File: src/rtl/sevseg_pkg.sv
// sevseg_pkg: slot states, segment patterns and word-level helpers for the 7-segment scanner.
package sevseg_pkg;
  localparam int NUM_DIGITS = 4;
  typedef enum logic {S_BLANK, S_DRIVE} slot_state_t;
  localparam logic [6:0] SEG_0    = 7'b1000000;
  localparam logic [6:0] SEG_1    = 7'b1111001;
  localparam logic [6:0] SEG_2    = 7'b0100100;
  localparam logic [6:0] SEG_3    = 7'b0110000;
  localparam logic [6:0] SEG_4    = 7'b0011001;
  localparam logic [6:0] SEG_5    = 7'b0010010;
  localparam logic [6:0] SEG_6    = 7'b0000010;
  localparam logic [6:0] SEG_7    = 7'b1111000;
  localparam logic [6:0] SEG_8    = 7'b0000000;
  localparam logic [6:0] SEG_9    = 7'b0010000;
  localparam logic [6:0] SEG_DASH = 7'b0111111;
  localparam logic [6:0] SEG_OFF  = 7'b1111111;
  function automatic logic has_invalid(input logic [15:0] w);
    has_invalid = 1'b0;
    for (int k = 0; k < NUM_DIGITS; k++)
      if (w[4*k +: 4] > 4'd9) has_invalid = 1'b1;
  endfunction
endpackage

File: src/rtl/bcd_digit_to_seg.sv
// bcd_digit_to_seg: combinational BCD nibble to active-low {g..a} decoder; non-BCD shows a dash.
module bcd_digit_to_seg
  import sevseg_pkg::*;
(
  input  logic [3:0] bcd,
  output logic [6:0] seg,
  output logic       invalid
);
  always_comb begin
    seg = SEG_DASH;
    case (bcd)
      4'd0: seg = SEG_0;
      4'd1: seg = SEG_1;
      4'd2: seg = SEG_2;
      4'd3: seg = SEG_3;
      4'd4: seg = SEG_4;
      4'd5: seg = SEG_5;
      4'd6: seg = SEG_6;
      4'd7: seg = SEG_7;
      4'd8: seg = SEG_8;
      4'd9: seg = SEG_9;
      default: seg = SEG_DASH;
    endcase
  end
  assign invalid = bcd > 4'd9;
endmodule

File: src/rtl/bcd_display_scanner.sv
// bcd_display_scanner: double-buffered 4-digit common-anode scanner with per-slot blanking.
// Define SEVSEG_LZ_BLANK_EN to keep leading-zero digits dark.
module bcd_display_scanner
  import sevseg_pkg::*;
#(
  parameter int SCAN_DIV     = 50000,
  parameter int BLANK_CYCLES = 500
) (
  input  logic        i_Clock,
  input  logic        i_Reset_n,
  input  logic [15:0] i_BCD,
  input  logic        i_DV,
  output logic [6:0]  o_Segments,
  output logic [3:0]  o_Anodes,
  output logic        o_Error
);
  localparam int TW = $clog2(SCAN_DIV);
  logic [TW-1:0] tick, tick_next;
  logic [1:0] idx, idx_next;
  logic [15:0] shadow, active;
  slot_state_t state, state_next;
  logic wrap, frame, dark, drive, bad;
  logic [3:0] nib;
  logic [6:0] seg;
  assign wrap = tick == TW'(SCAN_DIV - 1);
  assign tick_next = wrap ? '0 : tick + 1'b1;
  assign idx_next = wrap ? idx + 2'd1 : idx;
  assign frame = tick == '0 && idx == 2'd0;
  assign nib = active[{idx, 2'b00} +: 4];
`ifdef SEVSEG_LZ_BLANK_EN
  // a digit is a leading zero when it and everything above it is zero
  assign dark = idx != 2'd0 && (active >> {idx, 2'b00}) == 16'd0;
`else
  assign dark = 1'b0;
`endif
  bcd_digit_to_seg u_dec (.bcd(nib), .seg(seg), .invalid(bad));
  always_comb begin
    state_next = tick_next < TW'(BLANK_CYCLES) ? S_BLANK : S_DRIVE;
    drive = state == S_DRIVE && !dark;
  end
  always_ff @(posedge i_Clock or negedge i_Reset_n)
    if (!i_Reset_n) state <= S_BLANK;
    else state <= state_next;
  always_ff @(posedge i_Clock or negedge i_Reset_n)
    if (!i_Reset_n) begin
      tick <= '0;
      idx <= 2'd0;
      shadow <= 16'd0;
      active <= 16'd0;
      o_Segments <= SEG_OFF;
      o_Anodes <= 4'b1111;
      o_Error <= 1'b0;
    end else begin
      tick <= tick_next;
      idx <= idx_next;
      if (i_DV) shadow <= i_BCD;
      // at the boundary the active word takes the shadow as it was before this edge
      if (frame) begin
        active <= shadow;
        o_Error <= has_invalid(shadow);
      end
      o_Anodes <= drive ? ~(4'b0001 << idx) : 4'b1111;
      o_Segments <= drive ? (bad ? SEG_DASH : seg) : SEG_OFF;
    end
endmodule

File: config.mk
export PLATFORM = sky130hd
export DESIGN_NAME = bcd_display_scanner
export DESIGN_NICKNAME = d
export VERILOG_FILES = /design/src/rtl/sevseg_pkg.sv /design/src/rtl/bcd_digit_to_seg.sv /design/src/rtl/bcd_display_scanner.sv
export SDC_FILE = /design/constraint.sdc
export NUM_CORES = 1
export LEC_CHECK = 0
export ABC_AREA = 1
export CELL_PAD_IN_SITES_DETAIL_PLACEMENT = 1
export CELL_PAD_IN_SITES_GLOBAL_PLACEMENT = 1
export CORE_MARGIN = 10
export CORE_UTILIZATION = 46
export DETAILED_ROUTE_END_ITERATION = 10
export PLACE_DENSITY = 0.87
export SLEW_MARGIN = 10
export SYNTH_ARGS = -nofsm -noshare
export SYNTH_HDL_FRONTEND = slang
export SYNTH_SLANG_ARGS = --single-unit
File: constraint.sdc
create_clock -name i_Clock -period 5.3 [get_ports i_Clock]
set_clock_uncertainty 0.2 [all_clocks]
set_input_delay 0.53 -clock i_Clock [delete_from_list [all_inputs] [get_ports i_Clock]]
set_output_delay 0.53 -clock i_Clock [all_outputs]
set_load 0.02 [all_outputs]
# Yosys cells after proc, flatten, opt, wreduce, memory -nomap -nowiden
# Memories as Yosys holds them, arrays and structs flattened.
# Index checks and enable logic that the tools add are counted.
# op_classes
n_addsub	2
n_lt_le_gt_ge	6
reduce_logical	3
mux	9
shifts	2
bitwise_logic	1
eq_ne	1
# ops
operator	count
> comparator 4 bit (second input constant)	5
adder 16 x 1 -> 16 bit (second input constant)	1
equality test 16 bit (second input constant)	1
logical NOT 16 bit	1
< comparator 16 x 9 -> 1 bit (second input constant)	1
two-way mux 16 bit	1
indexed part select 16 x 5 -> 4 bit	1
two-way mux 7 bit	2
two-way mux 1 bit	5
two-way mux 4 bit	1
inverter 4 bit	1
<< shifter 1 x 2 -> 4 bit (first input constant)	1
adder 2 x 1 -> 2 bit (second input constant)	1
logical NOT 2 bit	1
logical AND 1 bit	1
# word_totals
rom_bits	112
ff_bits	63
output_inout_bits	12
inputBits	19
mem_count	1
elab_cells	33
# mem_list
memory	depth	width	rd	rd_clocked_by_memory_dff	wr	line_no	source
(no name shown)	16	7	1	0	0	bcd_digit_to_seg.sv:11	case (bcd)

# Depth between registers and ports, before layout
# Gate-level depths: netlist of run 1.
# logic_depth
word_depth	5
mapped_depth	11
depth_no_buf	11

# Cells and area by module
# Synthesis of run 1 repeated with hierarchy kept, for this count alone.
# hier_totals
cells_unflattened	399
hier_area_um2	3120.5
# by_module_without_submodules
module	instances	area_each_um2	cells_per_inst	seq_area_each_um2
bcd_display_scanner	1	2930.3	364	1590.3
bcd_digit_to_seg	1	190.2	35	0.0

# Worst setup path before layout of run 1
# Ideal clock, no wire load.
# synth_timing
path_type	flip-flop to flip-flop
start	register idx[0]
end	register o_Segments[5]
arrival_ns	1.543
stages_incl_launch_ff	10
n_path_buf	1
setup_time_ns	0.098
synth_period_minus_slack_ns	1.842
required_time_ns	5.002
slack_ns	3.458
cell_sequence	dfrtp_1 buf_6 a21oi_1 o21ai_0 nand2_1 inv_1 ha_1 or2_2 nand3_1 nand3_1
# synth_via
elab_chain_cells	4
word_cells_on_any_way	5
classes_between	order compare: 1; shift: 1; mux: 2; memory: 1
# synth_lines
element	line_no	source
start, declared	bcd_display_scanner.sv:19	logic [1:0] idx, idx_next;
start signal, assigned	bcd_display_scanner.sv:55	idx <= idx_next;
indexed part select 16 x 5 -> 4 bit (*)	bcd_display_scanner.sv:29	assign nib = active[{idx, 2'b00} +: 4];
memory read (16 x 7 bit) or > comparator 4 bit (tied branches)	--	
two-way mux 7 bit (*) (2 in series)	bcd_display_scanner.sv:63	o_Segments <= drive ? (bad ? SEG_DASH : seg) : SEG_OFF;
end signal, assigned	bcd_display_scanner.sv:63	
end, declared	bcd_display_scanner.sv:13	output logic [6:0] o_Segments,
# Every way passes the cells marked *; elsewhere a longest branch is shown, timed or not.
# A chain may end at the register's enable or synchronous reset.

# Worst setup path in the final report of run 1
# layout_timing
start	register idx[0]
end	register o_Error
# layout_via
elab_chain_cells	2
# layout_lines
element	line_no	source
logical NOT 2 bit	bcd_display_scanner.sv:28	assign frame = tick == '0 && idx == 2'd0;
logical AND 1 bit	bcd_display_scanner.sv:28	
end signal, assigned	bcd_display_scanner.sv:60	o_Error <= has_invalid(shadow);
end, declared	bcd_display_scanner.sv:15	output logic o_Error
# No other way between the ends.

==> out/results.ini, run 1 <==
[clocking]
clk_latency_ns = 0.35
cts_max_path_buffers = 2
cts-resized-gates = 0
hold_buffers = 0
clkSlewWorstSetupHoldPaths_ns = 0.07
post_cts_buffers = 0
cts_tree = done
htreeDepth = 3
clkSinkCount = 63
cts-root-buf = clkbuf_8
cts_buffers = 9

[timing]
whs_ns = 0.140
finalCriticalPeriod_ns = 2.51
rsz0062_at_grt = no
max_clock_freq_mhz = 398
slew_headroom_pct = 40.5
post-route-period-util_pct = 47.4
setup_viol = 0
tightestPinTransition_ns = 0.891
hold_viol_final = 0
finalMaxSlewViolations = 0
tns_ns = 0

[grt]
grt_pass1_wl_mm = 13.2
grt_pass1_vias = 2783
grt_overflow = 0
groute.usage.overall_pct = 16.1
antenna_found_initial = 0
grt_max_degree = 64

[floorplan]
core_area_mm2 = 0.00672
die_y_um = 103
start_util_pct = 46.8
ioPinCount = 31
dieWidth_um = 103
std_cell_rows = 30
fp.dieArea_mm2 = 0.0105

[cells_and_area]
fillers = 827
drive_above_1_share_pct = 11.0
register_area_mm2 = 0.00159
nets = 452
multi_input_area_mm2 = 0.00128
final-instance-count-excl-fill = 507
antenna_cells = 0
area_growth_pct = 17.2
postLayoutCoreUtil_pct = 54.9

[pwr]
p_int_mw = 0.708
leakage_nw = 1.81
power.density_mw_per_mm2 = 259
clkPwrFrac_pct = 39.4
combPwrFrac_pct = 7.3
p_sw_share_pct = 25.7
vdd_ir_drop_max_uv = 157
power.switching_mw = 0.245
power_frac_seq_pct = 53.3

[synth]
synth_enable_flop_cells = 0
synthAdderAreaFrac_pct = 4.38
yosysTopAreaCell = dfrtp_1
ys_seq_elements = 63
syn_inst = 387
yosysSeqAreaShare_pct = 50.6
synth_fp_nets = 417
muxShareOfSynthArea_pct = 0
synth_top_family_by_area = simple AND/OR/NAND/NOR gates
ys_warn_count = 0
synth_flop_cell = dfrtp_1
yosys.area_share.simple_pct = 26.8
synth_top_area_share_pct = 41.4
avgSynthCellArea_um2 = 8.12
syn_area_mm2 = 0.00314
synth.area.top_cells = dfrtp_1 (41%), nand2_1 (12%), dfstp_2 (9.2%)
async_flop_share_pct = 100
synth_compound_area_share_pct = 8.83
yosys.cell_types.count = 27
synth_xor_area_share_pct = 0.836

[place]
dp_cells = 491
dp_hpwl_mm = 5.71
io_buffer_count = 30
place_congestion = 0.875

[worst_setup_path]
path_class = reg2reg
r2r_cells = 8
worstPathMaxFanout = 33
arrival_ns = 2.53
cp_common_cell = nor2_1
crit_required_ns = 5.32
critPathBufInv = 2
critPathLaunchType = flip-flop
cp_slowest_stage_delay_ns = 0.65
cp_cell_sequence = inv_2, ha_1, nand4_1, nor2_1, nand2_1, inv_1, nor2_1, a21oi_1
cp_top_family = simple AND/OR/NAND/NOR gates
worstSetupPathDepth = 8
cp-end-kind = flip-flop
crit_slowest_cell = nand2_1

[route]
viasPerCell = 5.10
avgRoutedWirePerCell_um = 15.1
drtIter0Drc = 108
num_vias = 2585
drc = 0
dr.pass1.iters = 4
drtAntennaViolNets = 0
wirelength_mm = 7.68

[status]
status = complete, no violations

[worst_hold_path]
hold_class = in2async

[flow_run]
cap_violations = 0

routing by layer:
metal / vias up / part of all wire [%] / wire (um) / track usage, %
met2: 42 / 48 / 3650 / 26.2
met3: 15 / 3.6 / 275 / 3.89
met5: - / 0 / 0 / 0
met4: 0 / 2.1 / 160 / 6.94
li1: 1288 / - / - / -
met1: 1240 / 47 / 3590 / 19.9
sequential cells by signal, indices dropped and copies added, names as in the netlist:
register    count
active         16
tick           16
o_Anodes        4
shadow         16
drive           1
idx             2
o_Error         1
o_Segments      7
path summary, 6_finish.rpt:
path | startpoint | to | slack, ns
setup / recovery | idx[0] | o_Error | 2.79
min in group i_Clock | active[2] | active[2] | 0.29
hold reg to reg | active[2] | active[2] | 0.29
setup reg to reg | idx[0] | o_Error | 2.79
hold / removal | i_Reset_n | tick[6] | 0.14
max in group asynchronous | i_Reset_n | tick[14] | 4.24
power groups by stage:
stage | Combinational, mW | Clock (mW) | Sequential, mW
3_3_place_gp | 0.0658 | 0 | 0.516
2_1_floorplan | 0.0351 | 0 | 0.514
4_1_cts | 0.0716 | 0.385 | 0.508
5_1_grt | 0.0817 | 0.405 | 0.510
6_report | 0.0698 | 0.375 | 0.508
3_5_place_dp | 0.0710 | 0 | 0.517
layout by cell type, fill, tap and decap left out, drive strengths merged, types with 4 or more instances in the layout:
cell type,Yosys,layout
ha,11,11
inv,61,61
o21ai,43,43
dfstp,11,11
dfrtp,52,52
clkinv,1,4
a21oi,8,8
nand3,27,27
clkdlybuf4s50,0,29
nor2,37,37
nand2,109,109
nand4,9,9
clkbuf,4,11
Yosys cell counts (3+ instances only):
cell / n
a21oi_1: 8
clkbuf_1: 4
dfrtp_1: 52
dfstp_2: 11
ha_1: 11
inv_1: 58
inv_2: 3
nand2_1: 104
nand2_2: 5
nand3_1: 24
nand3_2: 3
nand4_1: 9
nor2_1: 31
nor2_4: 6
o21ai_0: 41
per-stage QoR:
step	cell area (um^2)	setup slack (ns)	power, mW
floorplan	3140	3.46	0.549
global placement	3510	3.04	0.582
detailed placement	3510	2.87	0.588
CTS	3690	2.80	0.965
global route	3690	2.51	0.997
finish	3690	2.79	0.953
logic make-up (layout without fill, tap and decap cells):
| family | count (synthesis) | count (layout) |
|---|---|---|
| AOI/OAI and AO/OA | 54 | 54 |
| xor gates and xnor gates | 3 | 3 |
| adders and majority gates | 11 | 11 |
| buffers and inverters | 69 | 109 |
| DFF | 63 | 63 |
| and+or+nand+nor | 187 | 187 |
layout make-up:
type                    instances  share of cell area (%)
clock buffers                  11                    3.84
clock inverters                 5                   0.916
inverters                      62                    6.35
multi-input cells             255                    34.8
flip-flops and latches         63                    43.1
well taps                      80                    2.72
repair buffers                 31                    8.21
(Power assumes the default switching activity.)
==> inputs of run 2 (changes only) <==
CORE_UTILIZATION = 38   (was 46)
PLACE_DENSITY = 0.77   (was 0.87)
clock period = 2.1 ns   (was 5.3 ns; I/O delays follow)
==> run 2 against run 1 <==
Compared with the run above:
- design area grew 4.5%
- sequential power increased to 2.5 times the previous value
- cell count grew 6.5%
- critical path depth grew 1
- via count is essentially flat
- register-to-register slack got worse by 2.7 ns
- worst setup slack worse by 2.7 ns
- sequential share of layout area fell by 1.8 points
- routed wire length is 0.76% higher
- global-route usage shrank 3.3 points
- critical endpoint is now o_Segments[6]
- power rose to 2.8 times the previous value
- critical path type unchanged
==> out/results.ini, run 2 (synthesis gave the netlist of run 1 again) <==
[cells_and_area]
drive_above_1_share_pct = 12.9  ; was 11.0%
finalInstanceArea_mm2 = 0.00385  ; was 0.00369 mm^2
final_common_cell = nand2_1  ; unchanged
reg_top3 = active x16, shadow x16, tick x16  ; unchanged
final-instance-count-excl-fill = 540  ; was 507
area_growth_pct = 22.6  ; was 17.2%
antenna_cells = 0  ; unchanged
fillers = 986  ; was 827
nets = 460  ; was 452
layout_common_cells = nand2_1 (104), inv_1 (58), dfrtp_1 (51)  ; was nand2_1 (104), inv_1 (58), dfrtp_1 (52)

[route]
dr.pass1.iters = 4  ; unchanged
drtIter0Drc = 72  ; was 108
top_layer = met4  ; unchanged
num_vias = 2586  ; was 2,585
wl_met1_mm = 3.72  ; was 3.59 mm
avgRoutedWirePerCell_um = 14.3  ; was 15.1 um
wirelength_mm = 7.73  ; was 7.68 mm
viasPerCell = 4.79  ; was 5.10
drtAntennaViolNets = 0  ; unchanged
drc = 0  ; unchanged
wl_met2_mm = 3.45  ; was 3.65 mm
met3_length_um = 389  ; was 275 um

[timing]
hold_viol_final = 0  ; unchanged
post-route-period-util_pct = 94.0  ; was 47.4%
slew_headroom_pct = 75.8  ; was 40.5%
setup_slack_ns = 0.126  ; was 2.79 ns
finalMaxSlewViolations = 0  ; unchanged
tightestPinTransition_ns = 0.362  ; was 0.891 ns
whs_ns = 0.197  ; was 0.140 ns
finalCriticalPeriod_ns = 1.97  ; was 2.51 ns
max_clock_freq_mhz = 507  ; was 398 MHz
setup_viol = 0  ; unchanged

[pwr]
vdd_ir_drop_max_uv = 425  ; was 157 uV
power.density_mw_per_mm2 = 695  ; was 259 mW/mm^2
finalPower_mw = 2.68  ; was 0.953 mW
leakage_nw = 1.88  ; was 1.81 nW

[floorplan]
die_y_um = 111  ; was 103 um
dieWidth_um = 111  ; was 103 um
std_cell_rows = 33  ; was 30
core_area_mm2 = 0.00813  ; was 0.00672 mm^2
ioPinCount = 31  ; unchanged
fp.dieArea_mm2 = 0.0123  ; was 0.0105 mm^2
start_util_pct = 38.7  ; was 46.8%

[clocking]
cts_max_path_buffers = 2  ; unchanged
clk_latency_ns = 0.34  ; was 0.35 ns
cts_buffers = 9  ; unchanged
htreeDepth = 3  ; unchanged
clkSlewWorstSetupHoldPaths_ns = 0.07  ; about the same
cts_tree = done  ; unchanged
cts-root-buf = clkbuf_8  ; unchanged
clkSinkCount = 63  ; unchanged

[place]
dp_hpwl_mm = 5.79  ; was 5.71 mm
place_ws_ns = 0.109  ; was 2.87 ns
placed_cell_area_mm2 = 0.00359  ; was 0.00351 mm^2
io_buffer_count = 30  ; unchanged
place_congestion = 0.918  ; was 0.875
dp_cells = 521  ; was 491

[worst_setup_path]
cp_cell_sequence = buf_4, a21oi_1, o21ai_0, nand2_1, inv_1, ha_1, or2_2, o21ai_0, o21ai_0  ; was inv_2, ha_1, nand4_1, nor2_1, nand2_1, inv_1, nor2_1, a21oi_1
cp_common_cell = o21ai_0  ; was nor2_1
cp-end-kind = flip-flop  ; unchanged
cp_slowest_stage_delay_ns = 0.44  ; was 0.65 ns
crit_required_ns = 2.17  ; was 5.32 ns
path_class = reg2reg  ; unchanged
critPathBufInv = 2  ; unchanged
crit_slowest_cell = dfrtp_2  ; was nand2_1
cp_top_family = flip-flops  ; was simple AND/OR/NAND/NOR gates
arrival_ns = 2.04  ; was 2.53 ns
worstPathMaxFanout = 9  ; was 33
critPathLaunchType = flip-flop  ; unchanged

[flow_run]
cap_violations = 0  ; unchanged

[grt]
grt_overflow = 0  ; unchanged
grt_max_degree = 64  ; unchanged
antenna_found_initial = 0  ; unchanged
groute.usage.overall_pct = 12.9  ; was 16.1%
grt_pass1_vias = 2774  ; was 2,783
grt_pass1_wl_mm = 13.2  ; unchanged

[status]
status = complete, no violations  ; unchanged

[worst_hold_path]
hold_class = in2async  ; unchanged

[run 2: through the flow]
step / setup TNS [ns] / utilization, %
2_1_floorplan: 0 / -
3_3_place_gp: 0 / 44.2
3_5_place_dp: 0 / 44.2
4_1_cts: 0 / 47.1
5_1_grt: -0.00483 / 47.4
6_report: 0 / 47.4
[run 2: worst paths after layout]
check / from / endpoint / slack (ns) / cells past startpoint
min in group i_Clock: i_BCD[14] / shadow[14] / 0.22 / 3
max: idx[0] / o_Segments[6] / 0.13 / 9
max reg2reg: idx[0] / o_Segments[6] / 0.13 / 9
min: i_Reset_n / tick[3] / 0.20 / 3
max in group asynchronous: i_Reset_n / o_Anodes[2] / 1.18 / 3
min reg2reg: active[0] / active[0] / 0.29 / 2
[run 2: worst register-to-register path, cell delays in order (launching register included)]
cell and delay [ns]:
dfrtp_2 0.44, buf_4 0.17, a21oi_1 0.11, o21ai_0 0.09, nand2_1 0.14, inv_1 0.10
ha_1 0.18, or2_2 0.30, o21ai_0 0.07, o21ai_0 0.09
[run 2: layout make-up]
type	instances	area, um^2	share of cell area, %
Sequential cell	63	1590	41.3
Multi-Input combinational cell	255	1280	33.3
Timing Repair Buffer	39	382	9.90
Inverter	62	234	6.07
Clock buffer	11	151	3.93
Tap cell	105	131	3.41
Clock inverter	5	80.1	2.08
[run 2: timing repair]
item,CTS,global route
hold buffers,1,0
hold endpoints to repair,63,0
setup endpoints to repair,0,11
resized for setup,0,2
setup buffers,0,2
[run 2: routing by layer]
layer | track usage (%) | vias up
met5 | 0 | -
li1 | - | 1298
met3 | 3.84 | 15
met2 | 20.0 | 53
met1 | 15.8 | 1220
met4 | 6.25 | 0
[run 2: where the power goes]
group          internal [mW]  switching, mW  total, mW
clock                  0.731          0.482       1.21
combinational         0.0763          0.108      0.184
sequential              1.26         0.0197       1.28
total                   2.07          0.609       2.68
